### src/rtl/voting_tally_sequencer.sv
// voting_tally_sequencer: serial ballot collector, tally walker and plurality winner selector.
// Optional tie output is enabled with `define VOTE_SCHED_TIE_EN.
module voting_tally_sequencer #(
  parameter int NUM_VOTERS = 16,
  parameter int CAND_W = 2,
  localparam int IW = $clog2(NUM_VOTERS),
  localparam int CW = $clog2(NUM_VOTERS + 1)
) (
  input  logic              clk,
  input  logic              rst_n,
  input  logic              ballot_valid,
  output logic              ballot_ready,
  input  logic [IW-1:0]     ballot_id,
  input  logic [CAND_W-1:0] ballot_val,
  input  logic              close_req,
  output logic              busy,
  output logic              dup_err,
  output logic              result_valid,
  input  logic              result_ready,
  output logic [CAND_W-1:0] winner,
  output logic [CW-1:0]     win_count
`ifdef VOTE_SCHED_TIE_EN
  ,
  output logic              tie
`endif
);
  localparam int NC = 2 ** CAND_W;
  typedef enum logic [1:0] {COLLECT, TALLY, COMPARE, OUTPUT} state_t;
  state_t state_q, state_d;
  logic [NUM_VOTERS-1:0] present_q, present_d;
  logic [NUM_VOTERS-1:0][CAND_W-1:0] slot_q, slot_d;
  logic [NC-1:0][CW-1:0] cnt_q, cnt_d;
  logic [IW-1:0] idx_q, idx_d;
  logic [CAND_W-1:0] c_q, c_d, best_q, best_d, winner_q, winner_d;
  logic [CW-1:0] best_cnt_q, best_cnt_d, win_count_q, win_count_d;
  logic ballot_ready_q, ballot_ready_d, busy_q, busy_d;
  logic dup_err_q, dup_err_d, result_valid_q, result_valid_d;
  logic accept, take;
`ifdef VOTE_SCHED_TIE_EN
  logic tie_acc_q, tie_acc_d, tie_q, tie_d;
  assign tie = tie_q;
`endif
  assign accept = ballot_valid && ballot_ready_q;
  // candidate 0 always seeds best; later ones must be strictly greater
  assign take = (c_q == '0) || (cnt_q[c_q] > best_cnt_q);
  assign ballot_ready = ballot_ready_q;
  assign busy = busy_q;
  assign dup_err = dup_err_q;
  assign result_valid = result_valid_q;
  assign winner = winner_q;
  assign win_count = win_count_q;
  always_comb begin
    state_d = state_q;
    present_d = present_q;
    slot_d = slot_q;
    cnt_d = cnt_q;
    idx_d = idx_q;
    c_d = c_q;
    best_d = best_q;
    best_cnt_d = best_cnt_q;
    winner_d = winner_q;
    win_count_d = win_count_q;
    dup_err_d = 1'b0;
`ifdef VOTE_SCHED_TIE_EN
    tie_acc_d = tie_acc_q;
    tie_d = tie_q;
`endif
    case (state_q)
      COLLECT: begin
        if (accept) begin
          dup_err_d = present_q[ballot_id];
          present_d[ballot_id] = 1'b1;
          slot_d[ballot_id] = present_q[ballot_id] ? slot_q[ballot_id] : ballot_val;
        end
        if (close_req) begin
          state_d = TALLY;
          cnt_d = '0;
          idx_d = '0;
        end
      end
      TALLY: begin
        cnt_d[slot_q[idx_q]] = cnt_q[slot_q[idx_q]] + CW'(present_q[idx_q]);
        idx_d = idx_q + 1'b1;
        if (idx_q == IW'(NUM_VOTERS - 1)) begin
          state_d = COMPARE;
          c_d = '0;
        end
      end
      COMPARE: begin
        best_d = take ? c_q : best_q;
        best_cnt_d = take ? cnt_q[c_q] : best_cnt_q;
`ifdef VOTE_SCHED_TIE_EN
        tie_acc_d = !take && (tie_acc_q || cnt_q[c_q] == best_cnt_q);
`endif
        c_d = c_q + 1'b1;
        if (c_q == '1) begin
          state_d = OUTPUT;
          winner_d = best_d;
          win_count_d = best_cnt_d;
`ifdef VOTE_SCHED_TIE_EN
          tie_d = tie_acc_d;
`endif
        end
      end
      OUTPUT: begin
        if (result_ready) begin
          present_d = '0;
          state_d = COLLECT;
        end
      end
      default: state_d = COLLECT;
    endcase
    ballot_ready_d = state_d == COLLECT;
    busy_d = (state_d == TALLY) || (state_d == COMPARE);
    result_valid_d = state_d == OUTPUT;
  end
  always_ff @(posedge clk or negedge rst_n) begin
    if (!rst_n) begin
      state_q <= COLLECT;
      present_q <= '0;
      slot_q <= '0;
      cnt_q <= '0;
      idx_q <= '0;
      c_q <= '0;
      best_q <= '0;
      best_cnt_q <= '0;
      winner_q <= '0;
      win_count_q <= '0;
      ballot_ready_q <= 1'b1;
      busy_q <= 1'b0;
      dup_err_q <= 1'b0;
      result_valid_q <= 1'b0;
`ifdef VOTE_SCHED_TIE_EN
      tie_acc_q <= 1'b0;
      tie_q <= 1'b0;
`endif
    end else begin
      state_q <= state_d;
      present_q <= present_d;
      slot_q <= slot_d;
      cnt_q <= cnt_d;
      idx_q <= idx_d;
      c_q <= c_d;
      best_q <= best_d;
      best_cnt_q <= best_cnt_d;
      winner_q <= winner_d;
      win_count_q <= win_count_d;
      ballot_ready_q <= ballot_ready_d;
      busy_q <= busy_d;
      dup_err_q <= dup_err_d;
      result_valid_q <= result_valid_d;
`ifdef VOTE_SCHED_TIE_EN
      tie_acc_q <= tie_acc_d;
      tie_q <= tie_d;
`endif
    end
  end
endmodule

### config.mk
export PLATFORM = sky130hd
export DESIGN_NAME = voting_tally_sequencer
export DESIGN_NICKNAME = d
export VERILOG_FILES = /design/src/rtl/voting_tally_sequencer.sv
export SDC_FILE = /design/constraint.sdc
export NUM_CORES = 1
export LEC_CHECK = 0
export CORE_UTILIZATION = 55
export DETAILED_ROUTE_END_ITERATION = 7
export PLACE_DENSITY = 0.83
export SLEW_MARGIN = 20
export SYNTH_ARGS = -nofsm -noshare
export SYNTH_HDL_FRONTEND = slang
export SYNTH_SLANG_ARGS = --single-unit
### constraint.sdc
create_clock -name clk -period 3.4 [get_ports clk]
set_input_delay 0.68 -clock clk [delete_from_list [all_inputs] [get_ports clk]]
set_output_delay 0.68 -clock clk [all_outputs]
set_load 0.02 [all_outputs]
## Word-level counts from Yosys, hierarchy flattened

Index checks and enable logic that the tools add are counted.

| storage, ports and cells | value |
|---|---|
| register bits after elaboration | 94 |
| input port bits | 11 |

| operators by class | value |
|---|---|
| magnitude comparators | 7 |
| muxes and demuxes | 39 |
| equal/unequal tests | 12 |
| bitwise gates (word level) | 1 |
| add/subtract/negate cells | 3 |
| reductions and logical operators | 16 |

Operators with widths:

| kind | number |
|---|---|
| 20-bit one-hot mux with 2 select lines | 1 |
| 32-bit bitwise mux | 1 |
| 16-bit 2-to-1 mux | 2 |
| 16-bit one-hot mux with 2 select lines | 1 |
| 5-bit binary-select mux with 2-bit select | 2 |
| 20-bit bitwise mux | 1 |
| 2-bit 2-to-1 mux | 10 |
| 20-bit 2-to-1 mux | 1 |
| 5-bit 2-to-1 mux | 4 |
| 2-bit binary-select mux with 4-bit select | 2 |
| 16-bit bitwise OR | 1 |
| 5-bit demux with 2-bit select | 1 |
| 2-bit == test (second input constant) | 5 |
| 4-bit by 5-bit less-than comparator with 1-bit output (second input constant) | 2 |
| 1-bit binary-select mux with 4-bit select | 2 |
| 2-bit demux with 4-bit select | 1 |
| 2-bit inequality test (second input constant) | 4 |
| 2-bit one-hot mux with 4 select lines | 1 |
| 4-bit one-hot mux with 2 select lines | 1 |
| 2-bit AND reduction | 4 |
| 2-bit logical NOT | 3 |
| 2-bit by 3-bit less-than comparator with 1-bit output (second input constant) | 2 |
| 2-bit nonzero test | 3 |
| 5-bit by 1-bit adder with 5-bit output | 1 |
| other kinds (14) | 22 |

## Depth between registers and ports, before layout

Gate-level depths: netlist of the first run.

| logic depth | value |
|---|---|
| depth in word-level cells | 8 |
| depth in mapped cells | 16 |
| mapped depth without buffers | 13 |

## Worst setup path before layout of the first run

Ideal clock, no wire load.

| timing | value |
|---|---|
| kind | reg-to-reg |
| start point | reg c_q[0] |
| end point | reg win_count_q[2] (netlist: win_count[2]) |
| arrival time | 2.930 ns |
| buffers on the path | 1 |
| stages on the path, launching flop included | 12 |
| library setup time | 0.136 ns |
| setup slack | 0.335 ns |
| required time | 3.264 ns |
| path through | dfrtp_1 clkbuf_1 mux4_2 ha_1 nor2b_1 o21a_1 o21a_1 o21ai_0 nand2b_1 a21oi_2 mux2i_1 o21ai_0 |

| on the way | value |
|---|---|
| cells in the longest elaborated chain, start to end | 5 |

RTL lines:

| element | line | source |
|---|---|---|
| start: declaration | 34 | `logic [CAND_W-1:0] c_q, c_d, best_q, best_d, winner_q, winner_d;` |
| start signal: assignment | 124 | `c_q <= '0;` |
| start signal: assignment | 143 | `c_q <= c_d;` |
| 5-bit binary-select mux with 2-bit select | 45, 91 |  |
| 5-bit 2-to-1 mux (not written as such) | 45, 91 |  |
| 5-bit > comparator | 45 | `assign take = (c_q == '0) \|\| (cnt_q[c_q] > best_cnt_q);` |
| 1-bit logical OR | 45 |  |
| 5-bit 2-to-1 mux | 91 | `best_cnt_d = take ? cnt_q[c_q] : best_cnt_q;` |
| end signal: assignment | 147 | `win_count_q <= win_count_d;` |
| end: declaration | 35 | `logic [CW-1:0] best_cnt_q, best_cnt_d, win_count_q, win_count_d;` |

Several ways; a longest one is shown, not always the timed one. The select of a mux whose other input is x is not followed.
A chain may end at the register's enable or synchronous reset.

## Worst setup path in the final report of the first run

| timing | value |
|---|---|
| start point | reg idx_q[0] |
| end point | reg cnt_q[19] (netlist bit) |

| on the way | value |
|---|---|
| cells in the longest elaborated chain, start to end | 8 |

RTL lines:

| element | line | source |
|---|---|---|
| start: declaration | 33 | `logic [IW-1:0] idx_q, idx_d;` |
| start signal: assignment | 142 | `idx_q <= idx_d;` |
| branches (longest 6 deep; another with 5-bit by 1-bit adder with 5-bit output) | - |  |
| 20-bit bitwise mux * | 82 | `cnt_d[slot_q[idx_q]] = cnt_q[slot_q[idx_q]] + CW'(present_q[idx_q]);` |
| 20-bit one-hot mux with 2 select lines * | 68 | `case (state_q)` |
| end signal: assignment | 141 | `cnt_q <= cnt_d;` |
| end: declaration | 32 | `logic [NC-1:0][CW-1:0] cnt_q, cnt_d;` |

Mark *: on every way between the ends. The select of a mux whose other input is x is not followed.

==> results of run 1 <==
-- area by class of cell --
class / count / area (µm²)
Fill cell: 655 / 3200
Multi-Input combinational cell: 285 / 2510
Sequential cell: 94 / 2350
Timing Repair Buffer: 30 / 300
Clock buffer: 10 / 138
Tap cell: 108 / 135
Clock inverter: 6 / 70.1
Inverter: 14 / 52.6
-- where the power goes --
group	internal, µW	switching, µW	total, µW	leakage [µW]
Combinational	868	1040	1910	0.00106
Clock	365	402	767	0.000107
Sequential	1390	278	1670	0.00126
-- per-layer routing --
layer  GRT usage  part of all wire  vias up
li1            -                 -     1579
met2       0.365              0.46      130
met3      0.0504             0.064       29
met1       0.330              0.45     1765
met4      0.0882             0.023        0
met5           0                 0        -
-- worst max-delay path by stage --
stage	startpoint	to	slack (ps)	depth (start not counted)
2_1_floorplan	c_q[0]	win_count[2]	330	11
3_3_place_gp	ballot_id[0]	slot_q[0]	210	6
3_5_place_dp	ballot_id[0]	slot_q[9]	170	6
4_1_cts	idx_q[0]	cnt_q[19]	170	14
5_1_grt	idx_q[0]	cnt_q[19]	-30	14
6_report	idx_q[0]	cnt_q[19]	270	14
-- Yosys cell counts (3+ instances only) --
cell / instances
nand2_2: 3
nand3_1: 26
nor2b_1: 4
nand3b_1: 3
nand2_1: 27
mux2i_1: 25
clkbuf_1: 10
mux4_2: 27
and2_1: 4
nor3_1: 6
a221oi_1: 4
nand2b_1: 5
o21a_1: 19
a22o_1: 4
mux2_2: 37
buf_1: 3
o21ai_1: 5
buf_2: 5
inv_1: 14
nor2_1: 16
o21ai_0: 33
ha_1: 12
dfrtp_1: 93
-- repair_timing --
item | in CTS | in global routing
endpoints found under the setup margin | 0 | 1
hold endpoints to repair | 0 | 0
gates resized for setup | 0 | 4
-- stage by stage --
stage          cell area (µm²)  utilization  setup WS, ps
2_1_floorplan             5020            -           335
3_3_place_gp              5340        0.610           209
3_5_place_dp              5340        0.610           170
4_1_cts                   5550        0.633           173
5_1_grt                   5560        0.635         -33.3
6_report                  5560        0.635           265
-- logic make-up (layout without fill, tap and decap cells) --
logic type / after synthesis / in the layout / synth area share
buffers and inverters: 36 / 60 / 0.0327
AOI/OAI and AO/OA: 79 / 79 / 0.106
xor gates and xnor gates: 3 / 3 / 0.00673
adders and majority gates: 12 / 12 / 0.0299
and+or+nand+nor: 102 / 102 / 0.102
DFF: 94 / 94 / 0.469
muxes: 89 / 89 / 0.254
-- sequential cells by signal (all words and copies together), names as in the netlist --
signal,count
ballot_ready,1
best_cnt_q,5
best_q,2
busy,1
c_q,2
cnt_q,20
dup_err,1
idx_q,4
present_q,16
result_valid,1
slot_q,32
state_q,2
win_count,5
winner,2
-- cells in the final DEF, fill, tap and decap left out, drive strengths merged, types with 2 or more instances in the layout --
cell type | synthesis | layout
ha | 12 | 12
clkbuf | 10 | 10
nand2b | 5 | 5
clkinv | 0 | 4
clkdlybuf4s50 | 0 | 20
nand3 | 26 | 26
mux2i | 25 | 25
a22o | 4 | 4
o21a | 19 | 19
o21ai | 38 | 38
nand3b | 3 | 3
nor3 | 8 | 8
nand2 | 30 | 30
dfrtp | 93 | 93
a221oi | 6 | 6
and3 | 2 | 2
inv | 14 | 15
nor2b | 4 | 4
a211o | 2 | 2
buf | 12 | 10
o211ai | 2 | 2
mux4 | 27 | 27
mux2 | 37 | 37
a22oi | 3 | 3
nor2 | 16 | 16
xnor2 | 3 | 3
and2 | 4 | 4
==> qor.csv, run 1 <==
metric,value,unit
drt_iter0_markers,246,
coreArea,0.00876,mm²
ys_ff_latch,94,
total_power,4350,µW
status,"complete, no violations",
grt_antenna_before_repair,0,
drc,0,
power.density,781,mW/mm²
maxCapViolCount,0,
slew_headroom,0.498,
postSynthNetCount,438,
die_h,97.5,µm
antenna_cells,0,
synth_cells,415,
crit_fanout,15,
wl_per_cell,19.2,µm
synth_warnings,0,
rows,34,
syn_area,0.00502,mm²
area_delta_synth_final,10.8,%
tns,0,ps
clock-sinks,94,
cts_setup_buffers,0,
arrival,3410,ps
slowest_delay,470,ps
htreeDepth,3,
rr_startpoint,idx_q[0],
leakage,0.00242,µW
grt_pass1_vias,3503,
io_pins,22,
async_reset_ff_frac,1.00,
die_x,97.5,µm
synth_edf_count,0,
reg2reg_depth,14,
worst_pin_slew,751,ps
r2r_end,cnt_q[19],
dr.pass1.iters,5,
cp_top_family,compound AO/OA/AOI/OAI gates,
initial_utilization,0.573,
drive_gt1_frac,0.246,
clkSlewWorstSetupHoldPaths,100,ps
synthFlopType,dfrtp_1,
min_period_over_period,0.922,
synth_top_area_cell,dfrtp_1,
hold_ws,323,ps
slowest_stage,a221oi_2,
routed_via_density,6.40,
synth_area_leaders,"dfrtp_1, mux4_2, mux2_2, mux2i_1, o21ai_0",
rrSetupSlack,270,ps
layout.cells.non_filler,547,
required,3680,ps
ys_seq_area_frac,0.469,
io_buffers,21,
clock_latency,360,ps
maxClockFrequency,319,MHz
finalSetupViolations,0,
min_period,3130,ps
overflow,0,
ys_types,44,
synth_area_per_cell,12.1,µm²
cts_hold_buf,0,
vias,3503,
grt_max_degree,95,
synth_top_area_frac,0.464,
path_buf_inv,1,
worstPathCellList,"buf_4, mux2i_1, a221oi_2, a22oi_2, nand2_2, nand2_1, nand2_1, nor2_1, a31oi_1, ha_1, ha_1, nand2_2, nor3_1, mux2i_1",
finClkSkew,10.9,ps
cts-root-buf,clkbuf_8,
nets,457,
grt_pass1_wl,17.7,mm
vdd_drop_max,0.321,mV
final_antenna_net_count,0,
dieArea,0.00951,mm²
critPathCaptureType,flip-flop,
critical_path_class,flip-flop to flip-flop,
drv_slew,0,
hold_class,input pin to asynchronous set/reset pin,
startpoint_type,flip-flop,
dp_hpwl,7.49,mm
clockBufferDepth,2,
hold_viol,0,
gp_congestion,0.892,
totalWireLength,10.5,mm
grt.total_usage,0.236,
dp_cells,531,
numCtsBuffers,9,
cts_tree,yes,
Power figures use the tool's default switching activity.
==> run 2: changes to the inputs <==
--- a/config.mk
+++ b/config.mk
@@ -5,9 +5,11 @@
 export SDC_FILE = /design/constraint.sdc
 export NUM_CORES = 1
 export LEC_CHECK = 0
+export CAP_MARGIN = 0
 export CORE_UTILIZATION = 55
 export DETAILED_ROUTE_END_ITERATION = 7
 export PLACE_DENSITY = 0.83
+export REMOVE_ABC_BUFFERS = 1
 export SLEW_MARGIN = 20
 export SYNTH_ARGS = -nofsm -noshare
 export SYNTH_HDL_FRONTEND = slang
==> run 2 against run 1 <==
- critical path depth decreased by 3
- via count decreased by 0.71%
- fmax decreased by 0.69%
- register-to-register slack lost 20 ps
- clock power is 12% lower
- sequential cell count is the same
- critical endpoint is now best_cnt_q[1]
- highest routed layer unchanged
==> qor.csv, run 2 (synthesis results as in run 1) <==
metric,value,unit,change
cts_hold_buf,0,,unchanged
finalSetupViolations,0,,unchanged
cts_setup_buffers,0,,unchanged
min_period,3160,ps,+21.6 ps
leakage,0.00241,µW,-0.65%
largest_reg_flops,32,,unchanged
worst_pin_slew,722,ps,-29.0 ps
cts-root-buf,clkbuf_8,,
drive_gt1_frac,0.243,,-0.00338
drc,0,,unchanged
overflow,0,,unchanged
startpoint_type,flip-flop,,
slowest_stage,mux4_2,,
grt_pass1_vias,3478,,-0.71%
die_h,97.5,µm,unchanged
drt_iter0_markers,183,,-26%
totalWireLength,10.8,mm,+2.6%
antenna_cells,0,,unchanged
coreArea,0.00876,mm²,unchanged
arrival,3380,ps,-30 ps
final_common_cell,dfrtp_1,,
vias,3478,,-0.71%
gp_congestion,0.899,,+0.85%
worstPathCellList,"mux4_2, ha_1, nor2b_1, o21a_1, o21a_1, o21ai_0, nand2b_1, a21oi_2, buf_4, mux2i_1, o21ai_0",,
dp_hpwl,7.95,mm,+6.1%
grt.busiest_layer,met2,,
met1_usage,0.302,,-0.0281
slew_headroom,0.517,,+0.0194
layout.cells.non_filler,549,,+0.37%
placed_area,0.00535,mm²,about the same
initial_utilization,0.573,,unchanged
hold_class,input pin to asynchronous set/reset pin,,
cts_tree,yes,,
required,3620,ps,-60 ps
nets,459,,+0.44%
critPathCaptureType,flip-flop,,
vdd_drop_max,0.316,mV,-1.5%
routed_via_density,6.34,,-1.1%
min_period_over_period,0.928,,+0.00636
clock_latency,370,ps,about the same
use_met3,0.0439,,-0.00647
slowest_delay,590,ps,+120 ps
clockBufferDepth,2,,unchanged
hold_viol,0,,unchanged
wl_per_cell,19.6,µm,+2.2%
io_buffers,21,,unchanged
grt.total_usage,0.240,,+0.00420
die_x,97.5,µm,unchanged
grt_antenna_before_repair,0,,unchanged
power.density,766,mW/mm²,-1.9%
critical_path_class,flip-flop to flip-flop,,
htreeDepth,3,,unchanged
critPathLaunch,c_q[0],,
crit_fanout,7,,-8
finish.instance_area,0.00553,mm²,-0.67%
most-common-layout-cells,"dfrtp_1, mux2_2, o21ai_0",,
maxCapViolCount,0,,unchanged
final_antenna_net_count,0,,unchanged
dieArea,0.00951,mm²,unchanged
rr_startpoint,c_q[0],,
largest-register,slot_q,,
finalWorstSetupSlack,244,ps,-21.6 ps
grtUsageMet2,0.418,,+0.0533
maxClockFrequency,317,MHz,-0.69%
clock-sinks,94,,unchanged
dp_cells,533,,+0.38%
rsz0062_at_grt,no,,
clkSlewWorstSetupHoldPaths,90,ps,about the same
status,"complete, no violations",,
dr.pass1.iters,5,,unchanged
rows,34,,unchanged
numCtsBuffers,9,,unchanged
pre_cts_slack,156,ps,-14.3 ps
grt_max_degree,50,,-47%
drv_slew,0,,unchanged
grt_pass1_wl,17.7,mm,+0.20%
finClkSkew,13.0,ps,+2.12 ps
io_pins,22,,unchanged
top_regs,"slot_q (32), cnt_q (20), present_q (16)",,
area_delta_synth_final,10.1,%,
tns,0,ps,unchanged
ctsResizeCount,0,,unchanged
## run 2: cell types whose count changed in the layout (fill, tap and decap cells not counted), sizes merged
cell      before  now
clkbuf        10   11
inv           15   14
buf           10   12
bufinv         1    0
clkinvlp       0    1
## run 2: cell type report
type / count / area (µm²)
clock inverters: 5 / 35.0
clock buffers: 11 / 141
flip-flops and latches: 94 / 2360
inverters: 14 / 52.6
repair buffers: 32 / 303
well taps: 108 / 135
fillers: 681 / 3240
multi-input cells: 285 / 2500
## run 2: worst max-delay path: cells and delay by family, from the launching register on
| kind | cells | cell delay [ps] |
|---|---|---|
| buffers and inverters | 1 | 220 |
| muxes | 2 | 830 |
| AOI/OAI and AO/OA | 5 | 890 |
| and+or+nand+nor | 2 | 230 |
| adders and majority gates | 1 | 310 |
| DFF | 1 | 530 |
## run 2: worst paths after layout
kind / to / cells past startpoint / slack, ps
max in group asynchronous: slot_q[17] / 2 / 2330
worst max register to register: best_cnt_q[1] / 11 / 240
worst max-delay path: best_cnt_q[1] / 11 / 240
min in group clk: cnt_q[19] / 1 / 480
worst min-delay path: cnt_q[9] / 1 / 320
worst min register to register: cnt_q[19] / 1 / 480
## run 2: report_power, final
group / internal (µW) / switching, µW
registers: 1390 / 298
clock network: 286 / 389
logic: 864 / 1000
## run 2: routing by layer
metal	vias to the layer above	share of wire
met1	1753	0.41
met2	126	0.52
met3	24	0.047
met4	0	0.023
met5	-	0
li1	1575	-
## run 2: stage by stage
step	util	hold WS, ps	total power (µW)
after detailed placement	0.610	473	3560
after CTS	0.630	334	4240
final	0.630	319	4230
after global routing	0.630	368	4500
after floorplan	-	384	2970
after global placement	0.610	460	3470
==> run 3: changes to the inputs <==
--- a/config.mk
+++ b/config.mk
@@ -5,6 +5,7 @@
 export SDC_FILE = /design/constraint.sdc
 export NUM_CORES = 1
 export LEC_CHECK = 0
+export ABC_AREA = 0
 export CAP_MARGIN = 0
 export CORE_UTILIZATION = 55
 export DETAILED_ROUTE_END_ITERATION = 7
==> results of run 3 <==
The final DEF is identical to that of run 2; final timing and power are the same.
